<file path="config.mk">
export PLATFORM = sky130hd
export DESIGN_NAME = uart_tx_buf
export DESIGN_NICKNAME = d
export VERILOG_FILES = /design/src/rtl/uart_tx_buf.sv
export SDC_FILE = /design/constraint.sdc
export NUM_CORES = 1
export LEC_CHECK = 0
export CORE_AREA = 2 2 84 86
export CTS_CLUSTER_SIZE = 14
export DETAILED_ROUTE_END_ITERATION = 6
export DIE_AREA = 0 0 86 88
export PLACE_DENSITY = 0.71
export RECOVER_POWER = 50
export REMOVE_ABC_BUFFERS = 1
export SLEW_MARGIN = 20
export SYNTH_ARGS = -nofsm -noshare
export SYNTH_HDL_FRONTEND = slang
export SYNTH_SLANG_ARGS = --single-unit
</file>
<file path="constraint.sdc">
create_clock -name clk -period 3.2 [get_ports clk]
set_input_delay 0.32 -clock clk [delete_from_list [all_inputs] [get_ports clk]]
set_output_delay 0.32 -clock clk [all_outputs]
set_load 0.005 [all_outputs]
</file>
<file path="src/rtl/uart_tx_buf.sv">
// uart_tx_buf: 8N1 UART transmitter fed by a small byte FIFO.
// Bytes queued with trmt are sent LSB first, each bit held BAUD_DIV clocks.
//
// state | meaning
// ------+----------------------------------------------------------
// IDLE  | line high; pops the FIFO head into the shift register
// SEND  | shifting a 10-bit frame {stop, data, start} out on TX
module uart_tx_buf #(
  parameter int BAUD_DIV   = 2604,
  parameter int FIFO_DEPTH = 4
) (
  input  logic       clk,
  input  logic       rst_n,
  input  logic [7:0] tx_data,
  input  logic       trmt,
  output logic       TX,
  output logic       tx_full,
  output logic       tx_busy,
  output logic       tx_done
);

  localparam int PW = $clog2(FIFO_DEPTH);
  localparam int CW = $clog2(FIFO_DEPTH + 1);
  localparam int BW = (BAUD_DIV > 1) ? $clog2(BAUD_DIV) : 1;

  localparam logic [0:0] IDLE = 1'b0;
  localparam logic [0:0] SEND = 1'b1;

  localparam logic [BW-1:0] BAUD_LAST = BW'(BAUD_DIV - 1);
  localparam logic [CW-1:0] COUNT_FULL = CW'(FIFO_DEPTH);

  logic [0:0]    state_q, state_d;
  logic [9:0]    shift_q, shift_d;
  logic [BW-1:0] baud_q, baud_d;
  logic [3:0]    bit_q, bit_d;
  logic [PW-1:0] wptr_q, wptr_d;
  logic [PW-1:0] rptr_q, rptr_d;
  logic [CW-1:0] count_q, count_d;
  logic          tx_q, tx_d;
  logic          done_q, done_d;
  logic          push, pop;

  logic [7:0] mem [FIFO_DEPTH];

  assign tx_full = (count_q == COUNT_FULL);
  assign tx_busy = (state_q == SEND) || (count_q != '0);
  assign TX      = tx_q;
  assign tx_done = done_q;

  // Next-state logic: FIFO bookkeeping, frame sequencing and line level.
  always_comb begin
    state_d = state_q;
    shift_d = shift_q;
    baud_d  = baud_q;
    bit_d   = bit_q;
    wptr_d  = wptr_q;
    rptr_d  = rptr_q;
    count_d = count_q;
    done_d  = 1'b0;
    pop     = 1'b0;
    // A full FIFO drops the strobe even if a pop frees a slot this cycle.
    push    = trmt && !tx_full;

    case (state_q)
      IDLE: begin
        // bit_q==10 only in the first IDLE cycle after a stop bit, so the
        // done pulse lines up with the end of the stop bit on the TX flop.
        done_d = (bit_q == 4'd10);
        bit_d  = '0;
        baud_d = '0;
        if (count_q != '0) begin
          pop     = 1'b1;
          shift_d = {1'b1, mem[rptr_q], 1'b0};
          state_d = SEND;
        end
      end
      SEND: begin
        if (baud_q == BAUD_LAST) begin
          baud_d  = '0;
          shift_d = {1'b1, shift_q[9:1]};
          bit_d   = bit_q + 4'd1;
          if (bit_q == 4'd9) begin
            state_d = IDLE;
          end
        end else begin
          baud_d = baud_q + BW'(1);
        end
      end
      default: state_d = IDLE;
    endcase

    if (push) begin
      wptr_d = wptr_q + PW'(1);
    end
    if (pop) begin
      rptr_d = rptr_q + PW'(1);
    end
    if (push && !pop) begin
      count_d = count_q + CW'(1);
    end else if (pop && !push) begin
      count_d = count_q - CW'(1);
    end

    tx_d = (state_q == SEND) ? shift_q[0] : 1'b1;
  end

  // Control and datapath registers; reset aborts any frame and empties the FIFO.
  always_ff @(posedge clk or negedge rst_n) begin
    if (!rst_n) begin
      state_q <= IDLE;
      shift_q <= '1;
      baud_q  <= '0;
      bit_q   <= '0;
      wptr_q  <= '0;
      rptr_q  <= '0;
      count_q <= '0;
      tx_q    <= 1'b1;
      done_q  <= 1'b0;
    end else begin
      state_q <= state_d;
      shift_q <= shift_d;
      baud_q  <= baud_d;
      bit_q   <= bit_d;
      wptr_q  <= wptr_d;
      rptr_q  <= rptr_d;
      count_q <= count_d;
      tx_q    <= tx_d;
      done_q  <= done_d;
    end
  end

  // FIFO storage, deliberately not reset.
  always_ff @(posedge clk) begin
    if (push) begin
      mem[wptr_q] <= tx_data;
    end
  end

endmodule

</file>
* Word-level counts from Yosys, hierarchy flattened
Memory sizes are Yosys's and may differ from the RTL's.
Index checks and enable logic that the tools add are counted.
** Storage, ports and cells
- Flip-flop bits (word level) :: 36
- Input port bits :: 11
- Memories kept :: 1
- Word-level logic and storage cells :: 51
- Memory bits (writable) :: 32
** Cells by class
- Bitwise operators :: 1
- $add $sub $neg :: 6
- Equality and inequality tests :: 6
- Reduce and logical (&&, ||, !) cells :: 10
- Multiplexer cells :: 18
** Memory list
- mem :: depth 4, width 8, rd ports 1, clocked after memory_dff 0, wr ports 1, line 43 : logic [7:0] mem [FIFO_DEPTH];
** Operators with widths (number)
- $pmux W12 S2 :: 1
- $mux W10 :: 2
- $pmux W10 S2 :: 1
- $add A12 B1 Y12 const B :: 1
- $eq A12 B12 Y1 const B :: 1
- $mux W12 :: 1
- $eq A4 B4 Y1 const B :: 2
- $mux W1 :: 8
- $pmux W4 S2 :: 1
- $mux W3 :: 2
- $add A2 B1 Y2 const B :: 2
- $add A4 B1 Y4 const B :: 1
- $mux W4 :: 1
- $add A3 B1 Y3 const B :: 1
- $eq A3 B3 Y1 const B :: 1
- $logic_and A1 B1 Y1 :: 3
- $logic_not A1 Y1 :: 3
- $reduce_bool A3 Y1 :: 1
- $sub A3 B1 Y3 const B :: 1
- $ne A2 B1 Y1 const B :: 1
- $ne A2 B2 Y1 const B :: 1
- $pmux W1 S2 :: 1
- $reduce_and A2 Y1 :: 1
- $reduce_bool A2 Y1 :: 1
- other kinds (2) :: 2

* Logic depth before layout (Yosys ltp)
Gate-level depths: netlist of the first run.
- Depth in word-level cells :: 7
- Depth in mapped cells :: 9
- Gate-level depth less buffers :: 9

* Worst setup path before layout of the first run
OpenSTA, ideal clock, no wires.
- Path type :: register to register
- Start :: reg count_q[0]
- End :: reg count_q[1]
- Setup slack :: 1209 ps
- Clock period less this slack :: 1991 ps
- Cell stages (with the launch flop) :: 8
- Arrival :: 1866 ps
- Buffers on the path :: 1
- Data required time :: 3075 ps
- Cell sequence :: dfrtp_1 -> nor3b_1 -> nor2b_1 -> clkbuf_1 -> ha_1 -> inv_1 -> fa_1 -> mux2_2
** RTL lines
- start: declaration :: line 38 : logic [CW-1:0] count_q, count_d;
- start signal: assignment :: line 126 : count_q <= count_d;
- $eq A3 B3 Y1 :: line 45 : assign tx_full = (count_q == COUNT_FULL);
- net tx_full :: line 17 : output logic tx_full,
- $logic_not A1 Y1 :: line 62 : push = trmt && !tx_full;
- $logic_and A1 B1 Y1 :: line 62
- net push :: line 41 : logic push, pop;
- $logic_and A1 B1 Y1 :: line 98 : if (push && !pop) begin
- $mux W3 :: line 98
- net count_d[1] :: line 38
The timed path passes the listed nets, and every way through them passes these cells. The select of a mux whose other input is x is not followed.
A chain may end at the register's enable or synchronous reset.

* Worst setup path in the final report of the first run
- Start :: reg state_q
- End :: out tx_busy
** On the way
- Word-level cells in the longest chain between the ends :: 1
** RTL lines
- start: declaration :: line 32 : logic [0:0] state_q, state_d;
- start signal: assignment :: line 120 : state_q <= state_d;
- $logic_or A1 B1 Y1 :: line 46 : assign tx_busy = (state_q == SEND) || (count_q != '0);
- end: declaration :: line 18 : output logic tx_busy,
Every way passes these cells.

==> results of run 1 <==
worst paths after layout:
path | slack [ns] | to | startpoint | depth (start not counted)
hold / removal | 0.50 | count_q[2] | count_q[2] | 1
min in group asynchronous | 1.05 | bit_q[3] | rst_n | 2
max in group asynchronous | 1.05 | tx_done | rst_n | 2
hold reg to reg | 0.50 | count_q[2] | count_q[2] | 1
setup / recovery | 0.96 | tx_busy | state_q | 3
setup reg to reg | 1.07 | count_q[2] | count_q[2] | 8
worst reg2reg max path, delay by kind of cell (launching register included):
family                     cells  cell delay [ns]
adders and majority gates      2             0.63
xor gates and xnor gates       2             0.31
and+or+nand+nor                3             0.66
buffers and inverters          1             0.06
DFF                            1             0.41
layout make-up:
cell class	count	area, sq um	area share (%)
sequential	67	1850	55.6
multi-input combinational	137	1020	30.7
timing repair buffer	16	151	4.55
clock buffer	11	141	4.25
tap	80	100	3.01
inverter	9	33.8	1.02
clock inverter	5	28.8	0.865
cell families (layout without fill, tap and decap cells):
group	Yosys count	count (layout)	share of synthesized area (%)
multiplexers	18	18	7.22
AO/OA/AOI/OAI	22	22	5.27
buffers and inverters	17	41	2.51
AND/OR/NAND/NOR	70	70	12.7
flip-flops	67	67	62.8
adder cells (fa/ha/maj)	10	10	4.50
XOR/XNOR	17	17	5.06
state kept, by name, indices dropped and copies added, names as in the netlist:
signal and cells:
baud_q 12, wptr_q 2, rptr_q 2, state_q 1, bit_q 4, TX 1, tx_done 1, count_q 3
mem 32, shift_q 9
stage by stage:
stage	power, mW	instance area [sq um]
after floorplan	1.44	2910
after global placement	1.54	3160
after detailed placement	1.56	3160
after CTS	2.18	3330
after global routing	2.27	3330
final	2.15	3330
per-layer routing:
| metal | GRT usage [%] | vias up |
|---|---|---|
| met5 | 0 | - |
| met4 | 9.09 | 0 |
| met3 | 2.92 | 12 |
| met2 | 22.3 | 28 |
| met1 | 19.3 | 831 |
| li1 | - | 825 |
cells in the final DEF (no fill, tap or decap), types with 2 or more instances in the layout:
master	instances
mux2_2	16
clkinvlp_4	2
and3_1	2
dfstp_2	10
clkbuf_1	2
nand4_1	5
clkdlybuf4s50_1	5
dfrtp_1	25
nand2b_1	3
edfxtp_1	32
nor2_1	25
o22ai_1	7
dlygate4sd3_1	9
and2_1	5
clkbuf_8	10
xnor2_1	10
nand2_1	6
a211oi_1	7
nor3_1	3
o21ai_0	2
clkinv_2	2
xor2_1	7
nand3_1	4
nor2b_1	9
ha_1	9
inv_1	9
power groups by stage:
stage	Combinational, mW	Clock, mW	Sequential [mW]
floorplan	0.251	0	1.19
CTS	0.347	0.628	1.20
detailed placement	0.345	0	1.22
global route	0.385	0.658	1.22
finish	0.334	0.615	1.20
global placement	0.333	0	1.21
==> results.py, run 1 <==
metrics = {
    "layout": {
        "utilization_pct": 50.1,
        "drive_above_1_share_pct": 18.4,
        "syn_to_final_growth_pct": 13.0,
        "antennaDiodeCount": 0,
        "nets": 261,
        "fillCellCount": 569,
        "layout.cells.non_filler": 325,
    },
    "timing": {
        "max_clock_freq_mhz": 446,
        "hold_ws_ns": 0.495,
        "hold_viol": 0,
        "setup_tns_ns": 0,
        "fin_crit_sh_pct": 70.0,
        "skew_ns": 0.0113,
        "worst_pin_slew_ns": 1.91,
        "fin_crit_ns": 2.24,
        "final.setup.worst_slack_ns": 0.959,
        "maxSlewViolCount": 36,
        "maxSlewHeadroom_pct": -27.5,
        "rsz0062_at_grt": "no",
        "setup_viol": 0,
    },
    "clock_tree": {
        "post_cts_buffers": 0,
        "cts_tree": "done",
        "clock_path_buffers": 2,
        "cts_hold_buf": 0,
        "clock_latency_ns": 0.35,
        "cts_sinks": 67,
        "cts_buffers": 9,
        "path_clk_slew_ns": 0.07,
        "cts-root-buf": "clkbuf_8",
        "htree_levels": 3,
        "ctsResizeCount": 0,
    },
    "drt": {
        "top_layer": "met4",
        "dr_wl_met3_um": 149,
        "drt_pass1_iterations": 4,
        "vias": 1696,
        "wl_per_cell_um": 15.2,
        "dr.first_iter.drc_count": 91,
        "drt-vias-per-instance": 5.22,
        "wl_um": 4930,
        "wl_met1_um": 2430,
        "wl_met2_um": 2210,
        "ant_nets": 0,
        "drc": 0,
    },
    "placement": {
        "pre_cts_slack_ns": 0.823,
        "portBuffers": 14,
        "gp_congestion": 0.763,
        "dp_hpwl_um": 3140,
        "dp_cells": 309,
    },
    "power": {
        "netSwitchingFraction_pct": 28.4,
        "p_int_mw": 1.54,
        "p_leak_nw": 1.28,
        "cellPowerDensity_mw_per_mm2": 646,
        "clockPowerShare_pct": 28.6,
        "switchingPower_uw": 611,
        "pwr-share-seq_pct": 55.8,
        "comb_power_share_pct": 15.5,
        "peakVddDrop_mv": 0.392,
    },
    "synth": {
        "ys_types": 41,
        "async_flop_share_pct": 52.2,
        "syn_inst": 221,
        "post-synth-top-area-cell": "edfxtp_1",
        "synth_seq_cells": 67,
        "ys_seq_area_share_pct": 62.8,
        "synth_edf_count": 32,
        "ys.flop_type": "edfxtp_1",
        "synthTopCellsByCount": "edfxtp_1, dfrtp_1, nor2_1",
        "yosysTopAreaCellShare_pct": 32.6,
        "synthesis.area_sq_mm": 0.00295,
        "synth_most_common_cell": "edfxtp_1",
        "synth.top_cells.by_area": "edfxtp_1, dfrtp_1, dfstp_2",
        "yosysWarnings": 0,
        "syn-mean-instance-area_sq_um": 13.3,
    },
    "run_status": {
        "status": "finished, violations left",
        "failed_checks": "capacitance limit, slew limit",
    },
    "hold_path": {
        "min_path_type": "reg2reg",
    },
    "global_routing": {
        "track_usage_pct": 14.6,
        "grt_pass1_vias": 1681,
        "grt_pass1_wl_um": 8230,
        "grt_antenna_before_repair": 0,
        "grt_max_degree": 36,
        "grt-ovfl-total": 0,
    },
    "setup_path": {
        "worstSetupPathType": "reg2out",
        "worst-path-buf-inv": 2,
        "cp.required_ns": 2.88,
        "crit_chain": "inv_1 -> nand2_1 -> clkdlybuf4s50_1",
        "crit_arrival_ns": 1.92,
        "path_delay_family": "buffers and inverters",
        "cp_max_fo": 14,
        "startpoint_type": "register",
        "slowest_stage": "dfrtp_1",
        "endpoint_kind": "primary output",
        "critical_path.max_stage_delay_ns": 0.50,
    },
    "die": {
        "io-pin-count": 15,
        "die_y_um": 88,
        "num_rows": 30,
        "dieWidth_um": 86,
        "start_util_pct": 44.3,
        "core_sq_mm": 0.00664,
        "dieArea_sq_mm": 0.00757,
    },
    "flow_run": {
        "cap_violations": 1,
    },
}
Power figures use the tool's default switching activity.
==> run 2, diff against run 1 <==
==> constraint.sdc (replaced) <==
create_clock -name clk -period 2.31 [get_ports clk]
set_input_delay 0.231 -clock clk [delete_from_list [all_inputs] [get_ports clk]]
set_output_delay 0.231 -clock clk [all_outputs]
set_load 0.005 [all_outputs]
==> results.py, run 2 (synthesis gave the netlist of run 1 again) <==
metrics = {
    "layout": {
        "final_cell_mix": "edfxtp_1, nor2_1, dfrtp_1, mux2_2",
        "fillCellCount": 565,
        "syn_to_final_growth_pct": 16.5,
        "largest-register": "mem",
        "multi_input_area_sq_mm": 0.00102,
        "layout.cells.non_filler": 328,
        "fin_area_sq_mm": 0.00343,
        "largest_reg_flops": 32,
        "antennaDiodeCount": 0,
        "regArea_sq_mm": 0.00185,
        "drive_above_1_share_pct": 19.0,
        "nets": 264,
        "top_regs": "mem (32), baud_q (12), shift_q (9)",
        "mostFrequentLayoutCell": "edfxtp_1",
    },
    "placement": {
        "pre_cts_slack_ns": 0.216,
        "portBuffers": 14,
        "dp_hpwl_um": 3010,
        "gp_congestion": 0.826,
        "dp_cells": 312,
        "dpl-instance-area_sq_mm": 0.00318,
    },
    "power": {
        "p_int_mw": 2.55,
        "switchingPower_uw": 828,
        "clockPowerShare_pct": 36.8,
        "pwr-share-seq_pct": 49.3,
        "p_leak_nw": 1.34,
        "netSwitchingFraction_pct": 24.5,
        "comb_power_share_pct": 14.0,
        "cellPowerDensity_mw_per_mm2": 984,
        "peakVddDrop_mv": 0.587,
    },
    "setup_path": {
        "timing.rr.end": "count_q[2]",
        "cp_max_fo": 5,
        "rrSetupSlack_ns": 0.17,
        "worstSetupPathType": "reg2reg",
        "cp.required_ns": 2.56,
        "crit_arrival_ns": 2.39,
        "r2r-start": "count_q[0]",
        "startpoint_type": "register",
        "reg2regPathDepth": 9,
        "endpoint_kind": "register",
    },
    "timing": {
        "hold_ws_ns": 0.496,
        "max_clock_freq_mhz": 468,
        "fin_crit_sh_pct": 92.5,
        "setup_viol": 0,
        "maxSlewViolCount": 0,
        "final.setup.worst_slack_ns": 0.174,
        "skew_ns": 0.00536,
        "maxSlewHeadroom_pct": 38.0,
        "hold_viol": 0,
        "rsz0062_at_grt": "no",
        "setup_tns_ns": 0,
        "worst_pin_slew_ns": 0.929,
        "fin_crit_ns": 2.14,
    },
    "clock_tree": {
        "clock_path_buffers": 2,
        "cts_buffers": 9,
        "path_clk_slew_ns": 0.07,
        "cts_hold_buf": 0,
        "cts-root-buf": "clkbuf_8",
        "cts_tree": "done",
        "cts_sinks": 67,
        "post_cts_buffers": 0,
        "htree_levels": 3,
        "ctsResizeCount": 0,
        "clock_latency_ns": 0.33,
    },
    "hold_path": {
        "min_path_type": "reg2reg",
        "min_to": "baud_q[0]",
        "whs_path_depth": 1,
        "worstHoldStart": "baud_q[0]",
    },
    "global_routing": {
        "grt-busiest-layer": "met2",
        "track_usage_pct": 14.2,
        "use_met2_pct": 21.5,
        "grt_antenna_before_repair": 0,
        "grt_max_degree": 36,
        "grt_pass1_wl_um": 7960,
        "met3_usage_pct": 3.77,
        "grt_pass1_vias": 1693,
        "grt-ovfl-total": 0,
        "met1_usage_pct": 18.7,
    },
    "die": {
        "dieArea_sq_mm": 0.00757,
        "core_sq_mm": 0.00664,
        "num_rows": 30,
        "io-pin-count": 15,
        "start_util_pct": 44.3,
        "dieWidth_um": 86,
        "die_y_um": 88,
    },
    "drt": {
        "vias": 1692,
        "wl_um": 4710,
        "drc": 0,
        "ant_nets": 0,
        "wl_per_cell_um": 14.4,
        "drt_pass1_iterations": 4,
        "dr.first_iter.drc_count": 51,
        "drt-vias-per-instance": 5.16,
    },
    "run_status": {
        "status": "complete, no violations",
    },
    "flow_run": {
        "cap_violations": 0,
    },
}
run 2: critical path, cell delays in order (launching register included):
cell	delay, ns
dfrtp_1	0.44
nor3_1	0.26
nor2_1	0.15
inv_1	0.12
ha_1	0.19
inv_1	0.07
fa_1	0.37
xor2_1	0.16
nor2_1	0.14
xor2_1	0.17
run 2: final cells by class:
| cell class | instances | share of cell area, % |
|---|---|---|
| clock buffers | 10 | 3.72 |
| clock inverters | 6 | 3.72 |
| inverters | 9 | 0.984 |
| multi-input cells | 137 | 29.8 |
| flip-flops and latches | 67 | 53.9 |
| well taps | 80 | 2.92 |
| repair buffers | 19 | 4.99 |
run 2: layer usage:
layer	vias up	wire length, um
met3	8	172
met1	822	2220
met2	35	2230
met5	-	0
li1	827	-
met4	0	84
run 2: power by group through the flow:
| stage | combinational (mW) | clock [mW] | sequential, mW |
|---|---|---|---|
| final | 0.471 | 1.24 | 1.66 |
| after global routing | 0.553 | 1.32 | 1.69 |
| after CTS | 0.487 | 1.27 | 1.67 |
| after detailed placement | 0.482 | 0 | 1.69 |
| after global placement | 0.464 | 0 | 1.68 |
| after floorplan | 0.347 | 0 | 1.64 |
run 2: worst max path at each step:
stage	cells past startpoint	start	endpoint	slack [ns]
floorplan	8	count_q[2]	count_q[2]	0.34
global placement	9	count_q[0]	count_q[2]	0.33
detailed placement	9	count_q[0]	count_q[2]	0.22
CTS	9	count_q[0]	count_q[2]	0.16
global route	9	count_q[0]	count_q[2]	0.009
finish	9	count_q[0]	count_q[2]	0.17
run 2: through the flow:
| step | power (mW) | utilization [%] |
|---|---|---|
| floorplan | 1.99 | - |
| global placement | 2.14 | 47.9 |
| detailed placement | 2.17 | 47.9 |
| CTS | 3.42 | 51.8 |
| global route | 3.56 | 51.7 |
| finish | 3.38 | 51.7 |
==> run 3, diff against run 2 <==
--- a/config.mk
+++ b/config.mk
@@ -5,6 +5,7 @@
 export SDC_FILE = /design/constraint.sdc
 export NUM_CORES = 1
 export LEC_CHECK = 0
+export ABC_AREA = 0
 export CORE_AREA = 2 2 84 86
 export CTS_CLUSTER_SIZE = 14
 export DETAILED_ROUTE_END_ITERATION = 6
==> results of run 3 <==
Final layout, timing and power as in run 2 (identical DEF).
